**src/rtl/fetch_pkg.sv**
```systemverilog
// fetch_pkg: shared types and constants for the RV64 instruction fetch stage.
//   XLEN / ILEN      : address and instruction widths
//   fetch_entry_t    : {pc, instr} pair carried from memory response to decode
//   DEFAULT_RESET_PC : default fetch address after reset
//   word_align()     : clears the two byte-offset bits of an address
package fetch_pkg;

   localparam int XLEN = 64;
   localparam int ILEN = 32;

   localparam logic [XLEN-1:0] DEFAULT_RESET_PC = '0;

   typedef struct packed {
      logic [XLEN-1:0] pc;
      logic [ILEN-1:0] instr;
   } fetch_entry_t;

   function automatic logic [XLEN-1:0] word_align(input logic [XLEN-1:0] addr);
      return addr & {{(XLEN-2){1'b1}}, 2'b00};
   endfunction

endpackage

```
**src/rtl/fetch_fifo.sv**
```systemverilog
// fetch_fifo: synchronous prefetch FIFO of fetch_entry_t.
// Ports:
//   clk, rst_n      : clock, asynchronous active-low reset (clears pointers/count)
//   flush           : empty the FIFO; wins over push and pop in the same cycle
//   push, wdata     : write one entry
//   pop             : consume the head entry (caller only pops when non-empty)
//   rdata           : head entry (meaningless when empty)
//   count/empty/full: occupancy status
// Storage is not reset; only the pointers and count are.
module fetch_fifo
   import fetch_pkg::*;
#(
   parameter int FIFO_DEPTH = 4,
   parameter int CW         = $clog2(FIFO_DEPTH+1)
) (
   input  logic         clk,
   input  logic         rst_n,
   input  logic         flush,
   input  logic         push,
   input  fetch_entry_t wdata,
   input  logic         pop,
   output fetch_entry_t rdata,
   output logic [CW-1:0] count,
   output logic         empty,
   output logic         full
);

   localparam int AW = $clog2(FIFO_DEPTH);

   fetch_entry_t  mem [FIFO_DEPTH];
   logic [AW-1:0] wptr;
   logic [AW-1:0] rptr;

   always_ff @(posedge clk or negedge rst_n) begin
      if (!rst_n) begin
         wptr  <= '0;
         rptr  <= '0;
         count <= '0;
      end else if (flush) begin
         wptr  <= '0;
         rptr  <= '0;
         count <= '0;
      end else begin
         if (push) wptr <= wptr + 1'b1;
         if (pop)  rptr <= rptr + 1'b1;
         count <= count + {{(CW-1){1'b0}}, push} - {{(CW-1){1'b0}}, pop};
      end
   end

   // Push while full is legal only together with a pop: the write lands in the
   // slot being vacated, which is read combinationally before the edge.
   always_ff @(posedge clk) begin
      if (push && !flush) mem[wptr] <= wdata;
   end

   assign rdata = mem[rptr];
   assign empty = (count == '0);
   assign full  = (count == CW'(FIFO_DEPTH));

endmodule

```
**src/rtl/fetch_unit.sv**
```systemverilog
// fetch_unit: RV64 instruction fetch stage feeding the decoder.
// Issues sequential word fetches over a req/gnt/rvalid memory interface,
// buffers {pc, instr} responses in a prefetch FIFO and hands them to decode
// with a valid/ready handshake. A redirect flushes the FIFO, reloads the
// fetch PC and drops every response still in flight.
// Ports:
//   clk, rst_n                       : clock, asynchronous active-low reset
//   redirect_valid, redirect_pc      : branch/jump redirect (pc[1:0] ignored)
//   imem_req, imem_addr, imem_gnt    : request channel
//   imem_rvalid, imem_rdata          : in-order response channel
//   if_valid, if_instr, if_pc, if_ready : decode handshake
//   perf_fetched, perf_stall         : only with FETCH_PERF_CNT_EN defined
// Optional feature macro: FETCH_PERF_CNT_EN (performance counters).
module fetch_unit
   import fetch_pkg::*;
#(
   parameter logic [XLEN-1:0] RESET_PC   = DEFAULT_RESET_PC,
   parameter int              FIFO_DEPTH = 4
) (
   input  logic            clk,
   input  logic            rst_n,
   input  logic            redirect_valid,
   input  logic [XLEN-1:0] redirect_pc,
   output logic            imem_req,
   output logic [XLEN-1:0] imem_addr,
   input  logic            imem_gnt,
   input  logic            imem_rvalid,
   input  logic [ILEN-1:0] imem_rdata,
   output logic            if_valid,
   output logic [ILEN-1:0] if_instr,
   output logic [XLEN-1:0] if_pc,
   input  logic            if_ready
`ifdef FETCH_PERF_CNT_EN
   ,
   output logic [XLEN-1:0] perf_fetched,
   output logic [XLEN-1:0] perf_stall
`endif
);

   localparam int CW = $clog2(FIFO_DEPTH+1);

   logic [XLEN-1:0] fpc;
   logic [XLEN-1:0] rpc;
   logic [CW-1:0]   outstanding;
   logic [CW-1:0]   outstanding_nxt;
   logic [CW-1:0]   discard;
   logic [CW-1:0]   fifo_count;
   logic [CW:0]     credits_used;
   logic            fifo_empty;
   logic            fifo_full;
   logic            gnt_fire;
   logic            rsp_fire;
   logic            keep_rsp;
   logic            pop;
   fetch_entry_t    head;
   fetch_entry_t    new_entry;

   // Every granted request owns a FIFO slot, so buffered + in-flight is capped.
   assign credits_used = {1'b0, fifo_count} + {1'b0, outstanding};
   assign imem_req     = rst_n && !redirect_valid && (credits_used < (CW+1)'(FIFO_DEPTH));
   assign imem_addr    = word_align(fpc);

   assign gnt_fire = imem_req && imem_gnt;
   // A response with nothing outstanding is spurious and ignored.
   assign rsp_fire = imem_rvalid && (outstanding != '0);
   assign keep_rsp = rsp_fire && (discard == '0) && !redirect_valid;
   assign pop      = !fifo_empty && if_ready && !redirect_valid;

   assign outstanding_nxt = outstanding + {{(CW-1){1'b0}}, gnt_fire}
                                        - {{(CW-1){1'b0}}, rsp_fire};

   assign new_entry = '{pc: rpc, instr: imem_rdata};

   always_ff @(posedge clk or negedge rst_n) begin
      if (!rst_n) begin
         fpc         <= RESET_PC;
         rpc         <= RESET_PC;
         outstanding <= '0;
         discard     <= '0;
      end else begin
         outstanding <= outstanding_nxt;
         if (redirect_valid) begin
            fpc     <= word_align(redirect_pc);
            rpc     <= word_align(redirect_pc);
            // Everything still in flight after this cycle belongs to the old path.
            discard <= outstanding_nxt;
         end else begin
            if (gnt_fire) fpc <= fpc + XLEN'(4);
            if (keep_rsp) rpc <= rpc + XLEN'(4);
            if (rsp_fire && (discard != '0)) discard <= discard - 1'b1;
         end
      end
   end

   fetch_fifo #(
      .FIFO_DEPTH (FIFO_DEPTH),
      .CW         (CW)
   ) u_fifo (
      .clk   (clk),
      .rst_n (rst_n),
      .flush (redirect_valid),
      .push  (keep_rsp),
      .wdata (new_entry),
      .pop   (pop),
      .rdata (head),
      .count (fifo_count),
      .empty (fifo_empty),
      .full  (fifo_full)
   );

   assign if_valid = !fifo_empty;
   assign if_instr = fifo_empty ? '0 : head.instr;
   assign if_pc    = fifo_empty ? '0 : head.pc;

`ifdef FETCH_PERF_CNT_EN
   always_ff @(posedge clk or negedge rst_n) begin
      if (!rst_n) begin
         perf_fetched <= '0;
         perf_stall   <= '0;
      end else begin
         if (if_valid && if_ready)  perf_fetched <= perf_fetched + XLEN'(1);
         if (if_ready && !if_valid) perf_stall   <= perf_stall + XLEN'(1);
      end
   end
`endif

`ifndef SYNTHESIS
   always @(posedge clk) begin
      if (rst_n) begin
         assert (!(imem_rvalid && (outstanding == '0)))
            else $warning("fetch_unit: rvalid with no outstanding request ignored");
         assert (!(keep_rsp && fifo_full && !pop))
            else $error("fetch_unit: prefetch FIFO overflow");
      end
   end
`endif

endmodule

```
**config.mk**
```make
export PLATFORM = sky130hd
export DESIGN_NAME = fetch_unit
export DESIGN_NICKNAME = d
export VERILOG_FILES = /design/src/rtl/fetch_pkg.sv /design/src/rtl/fetch_fifo.sv /design/src/rtl/fetch_unit.sv
export SDC_FILE = /design/constraint.sdc
export NUM_CORES = 1
export LEC_CHECK = 0
export CORE_MARGIN = 2
export CORE_UTILIZATION = 53
export CTS_BUF_LIST = sky130_fd_sc_hd__clkbuf_2 sky130_fd_sc_hd__clkbuf_4 sky130_fd_sc_hd__clkbuf_8
export CTS_CLUSTER_DIAMETER = 150
export DETAILED_ROUTE_END_ITERATION = 8
export PLACE_DENSITY = 0.86
export RECOVER_POWER = 100
export SLEW_MARGIN = 20
export SYNTH_ARGS = -nofsm -noshare
export SYNTH_HDL_FRONTEND = slang
export SYNTH_SLANG_ARGS = --single-unit
```
**constraint.sdc**
```tcl
create_clock -name clk -period 6 [get_ports clk]
set_clock_uncertainty 0.15 [all_clocks]
set_input_delay 1.2 -clock clk [delete_from_list [all_inputs] [get_ports clk]]
set_output_delay 1.2 -clock clk [all_outputs]
set_load 0.01 [all_outputs]
```
==> summary.md <==
| Metric | Value |
|---|---|
| DRC Markers | `0` |
| Avg WL per Cell | `22.8 µm` |
| Crit path DAT | `3700 ps` |
| Most instantiated cells after synthesis | `edfxtp_1 (376), dfrtp_1 (137), nand2_1 (114), and2_1 (95), mux4_2 (94)` |
| Final period util | `approximately 84%` |
| CTS H-tree depth | `3` |
| CTS tree | `yes` |
| Failing checks | `capacitance limit, slew limit` |
| Achievable Freq | `around 200 MHz` |
| Dpl cells | `between 2000 and 2500` |
| I/O pin cnt | `about 260` |
| Register area share after synthesis | `64.9%` |
| DIE HEIGHT | `between 200 and 250 µm` |
| Synthesis-to-finish area growth | `20.5%` |
| Starting DRT DRC Count | `between 1500 and 2000` |
| Cell Area, Synth | `about 23000 µm²` |
| Fin Hold WS | `around 350 ps` |
| Hold Vio Cnt, Final | `0` |
| DR vias/cell | `roughly 6.3` |
| Most used DFF post-synth | `edfxtp_1` |
| Most common cell in the synthesized netlist | `edfxtp_1` |
| Post-layout util | `65.0%` |
| Clk buf depth | `3` |
| Sequential cell fraction of total power | `44.8%` |
| Hold buffers post-CTS | `0` |
| Clock Latency Late Sink | `~630 ps` |
| Critical Path Start Type | `flip-flop` |
| GP Congestion | `approximately 0.9` |
| Final min period | `5050 ps` |
| Core area | `42000 µm²` |
| Post-detail-place hpwl | `approximately 36 mm` |
| VDD IR max | `162 µV` |
| Worst-path clk slew | `approximately 60 ps` |
| Hold WC Path Type | `input pin to asynchronous set/reset pin` |
| Syn_area_per_cell | `roughly 14 µm²` |
| Post-synth cell types | `between 60 and 70` |
| Post-DRT Antenna Nets | `0` |
| Number of synthesized flops with an enable pin | `376` |
| Row count | `75` |
| Grt ovf | `0` |
| Ranking of synthesized cells by area | `edfxtp_1 (50%), dfrtp_1 (15%), mux4_2 (9.3%)` |
| Int Pwr | `around 6900 µW` |
| Fin cells | `2464` |
| Global Route Usage Sum | `~25%` |
| Ys async rst share | `26.7%` |
| Critical Path RT | `~4700 ps` |
| Final setup viols | `0` |
| Post_cts resized | `0` |
| Vias in the first global route | `15400` |
| Cell Pwr Density | `roughly 350 nW/µm²` |
| Slew Viols, Final | `~210` |
| Die X | `about 210 µm` |
| Comb power frac | `between 20% and 30%` |
| Outcome | `finished, violations left` |
| Largest net degree at the start of global routing | `between 60 and 70` |
| Critical path endpoint category | `output port` |
| Post CTS Setup Buffer Count | `0` |
| Num CTS Buffers | `83` |
| IO Port Bufs | `around 260` |
| Max-cap violations | `4` |
| Share of layout cells above drive strength 1 | `around 14%` |
| RSZ-0062 raised after global routing | `no` |
| Sink Count | `a little over 500` |
| Switching power | `~2800 µW` |
| Final setup TNS | `0 ps` |
| Slew @ Worst Pin | `about 2600 ps` |
| Initial Util | `between 50% and 60%` |
| Global-route wire length before repair | `roughly 87 mm` |
| Top cell type's share of synthesized area | `around 50%` |
| Critical path type | `flip-flop to output port` |
| Register bit total from synthesis | `513` |
| YS warnings | `0` |
| Die area | `between 40000 and 50000 µm²` |
| DR pass1 iterations | `6` |
| Slew margin rel. | `-76.3%` |
| Via count | `15600` |
| Post-Syn Instances | `~1600` |
| Root buffer cell | `clkbuf_8` |
| Yosys top cell by area | `edfxtp_1` |
| Sw Ratio | `roughly 29%` |
| Fillers | `around 3000` |
| Initial antenna violation count | `0` |
| Nets | `between 1500 and 2000` |
| Routed WL | `~56 mm` |
| LEAKAGE | `0.00932 µW` |
| Clock power share | `a little under a third` |
| Worst-path fanout max | `between 40 and 50` |
-- final cells by class --
class                   count  area (µm²)  area share [%]
multi-input cells         961        7450            27.3
diodes                      1        2.50         0.00916
repair buffers            280        2720            9.94
inverters                  29         109           0.398
clock buffers             116        1450            5.29
clock inverters            25         188           0.687
well taps                 539         674            2.47
flip-flops and latches    513       14700            53.9
-- path summary, 6_finish.rpt --
kind | endpoint | slack [ps] | from | depth (start not counted)
min reg2reg | u_fifo.wptr[1] | 420 | u_fifo.wptr[1] | 2
min | fpc[50] | 350 | rst_n | 1
max | if_pc[27] | 950 | u_fifo.rptr[1] | 4
max reg2reg | fpc[21] | 1590 | outstanding[1] | 7
min in group clk | u_fifo.wptr[1] | 420 | u_fifo.wptr[1] | 2
max in group asynchronous | u_fifo.rptr[0] | 2270 | rst_n | 2
-- per-layer routing --
metal  share of wire (%)  wire [µm]  up-vias  global-route usage [%]
met5                   0          0        -                       0
met1                  42      23500     7714                    36.7
met2                  46      25600      918                    38.4
li1                    -          -     6800                       -
met3                 9.7       5440      129                    5.26
met4                 2.8       1560        0                    9.49
-- metrics by stage --
step                      setup WS [ps]  cell area (µm²)  power (µW)
final                               945            27300        9680
after global routing                700            27300       10100
after detailed placement           1660            25800        6850
after CTS                          1450            27500        9860
after global placement             1800            25800        6790
after floorplan                    1310            22700        5600
-- flip-flops by register name (all words and copies together) (netlist names) --
register      count
fpc              62
rpc              62
u_fifo.mem      376
u_fifo.rptr       2
outstanding       3
u_fifo.wptr       2
u_fifo.count      3
discard           3
-- cells by family (layout without fill, tap and decap cells) --
logic type | after synthesis | after routing | synth area share (%)
muxes | 102 | 102 | 9.74
DFF | 513 | 513 | 64.9
other | 1 | 5 | 0.0165
AOI/OAI and AO/OA | 215 | 215 | 6.23
buffers and inverters | 124 | 450 | 2.23
and+or+nand+nor | 584 | 584 | 14.4
adders and majority gates | 16 | 16 | 0.949
xor gates and xnor gates | 40 | 40 | 1.55
-- critical path, cell delays in order, from the launching register on --
cell and delay (ps):
dfrtp_4 830, clkbuf_2 980, mux4_2 490, and2_1 180, dlygate4sd3_1 600
-- placed cells by master (no fill, tap or decap), types with 34 or more instances in the layout --
cell type / Yosys / layout
mux4_2: 94 / 94
nand4_1: 56 / 57
o21ai_0: 58 / 58
and2_1: 95 / 42
nand3_1: 90 / 90
or4_1: 33 / 34
nand2_1: 114 / 114
dlygate4sd3_1: 0 / 134
o211ai_1: 34 / 34
and2_0: 0 / 53
dfrtp_1: 137 / 135
nor2_1: 69 / 68
clkbuf_8: 0 / 92
edfxtp_1: 376 / 376
clkdlybuf4s50_1: 0 / 121
-- power groups by stage --
stage	Sequential (µW)	Combinational, µW	Clock (µW)
3_3_place_gp	4370	2410	0
2_1_floorplan	4280	1320	0
6_report	4330	2350	3000
3_5_place_dp	4390	2460	0
4_1_cts	4320	2480	3050
5_1_grt	4360	2540	3210
(Power assumes the default switching activity.)
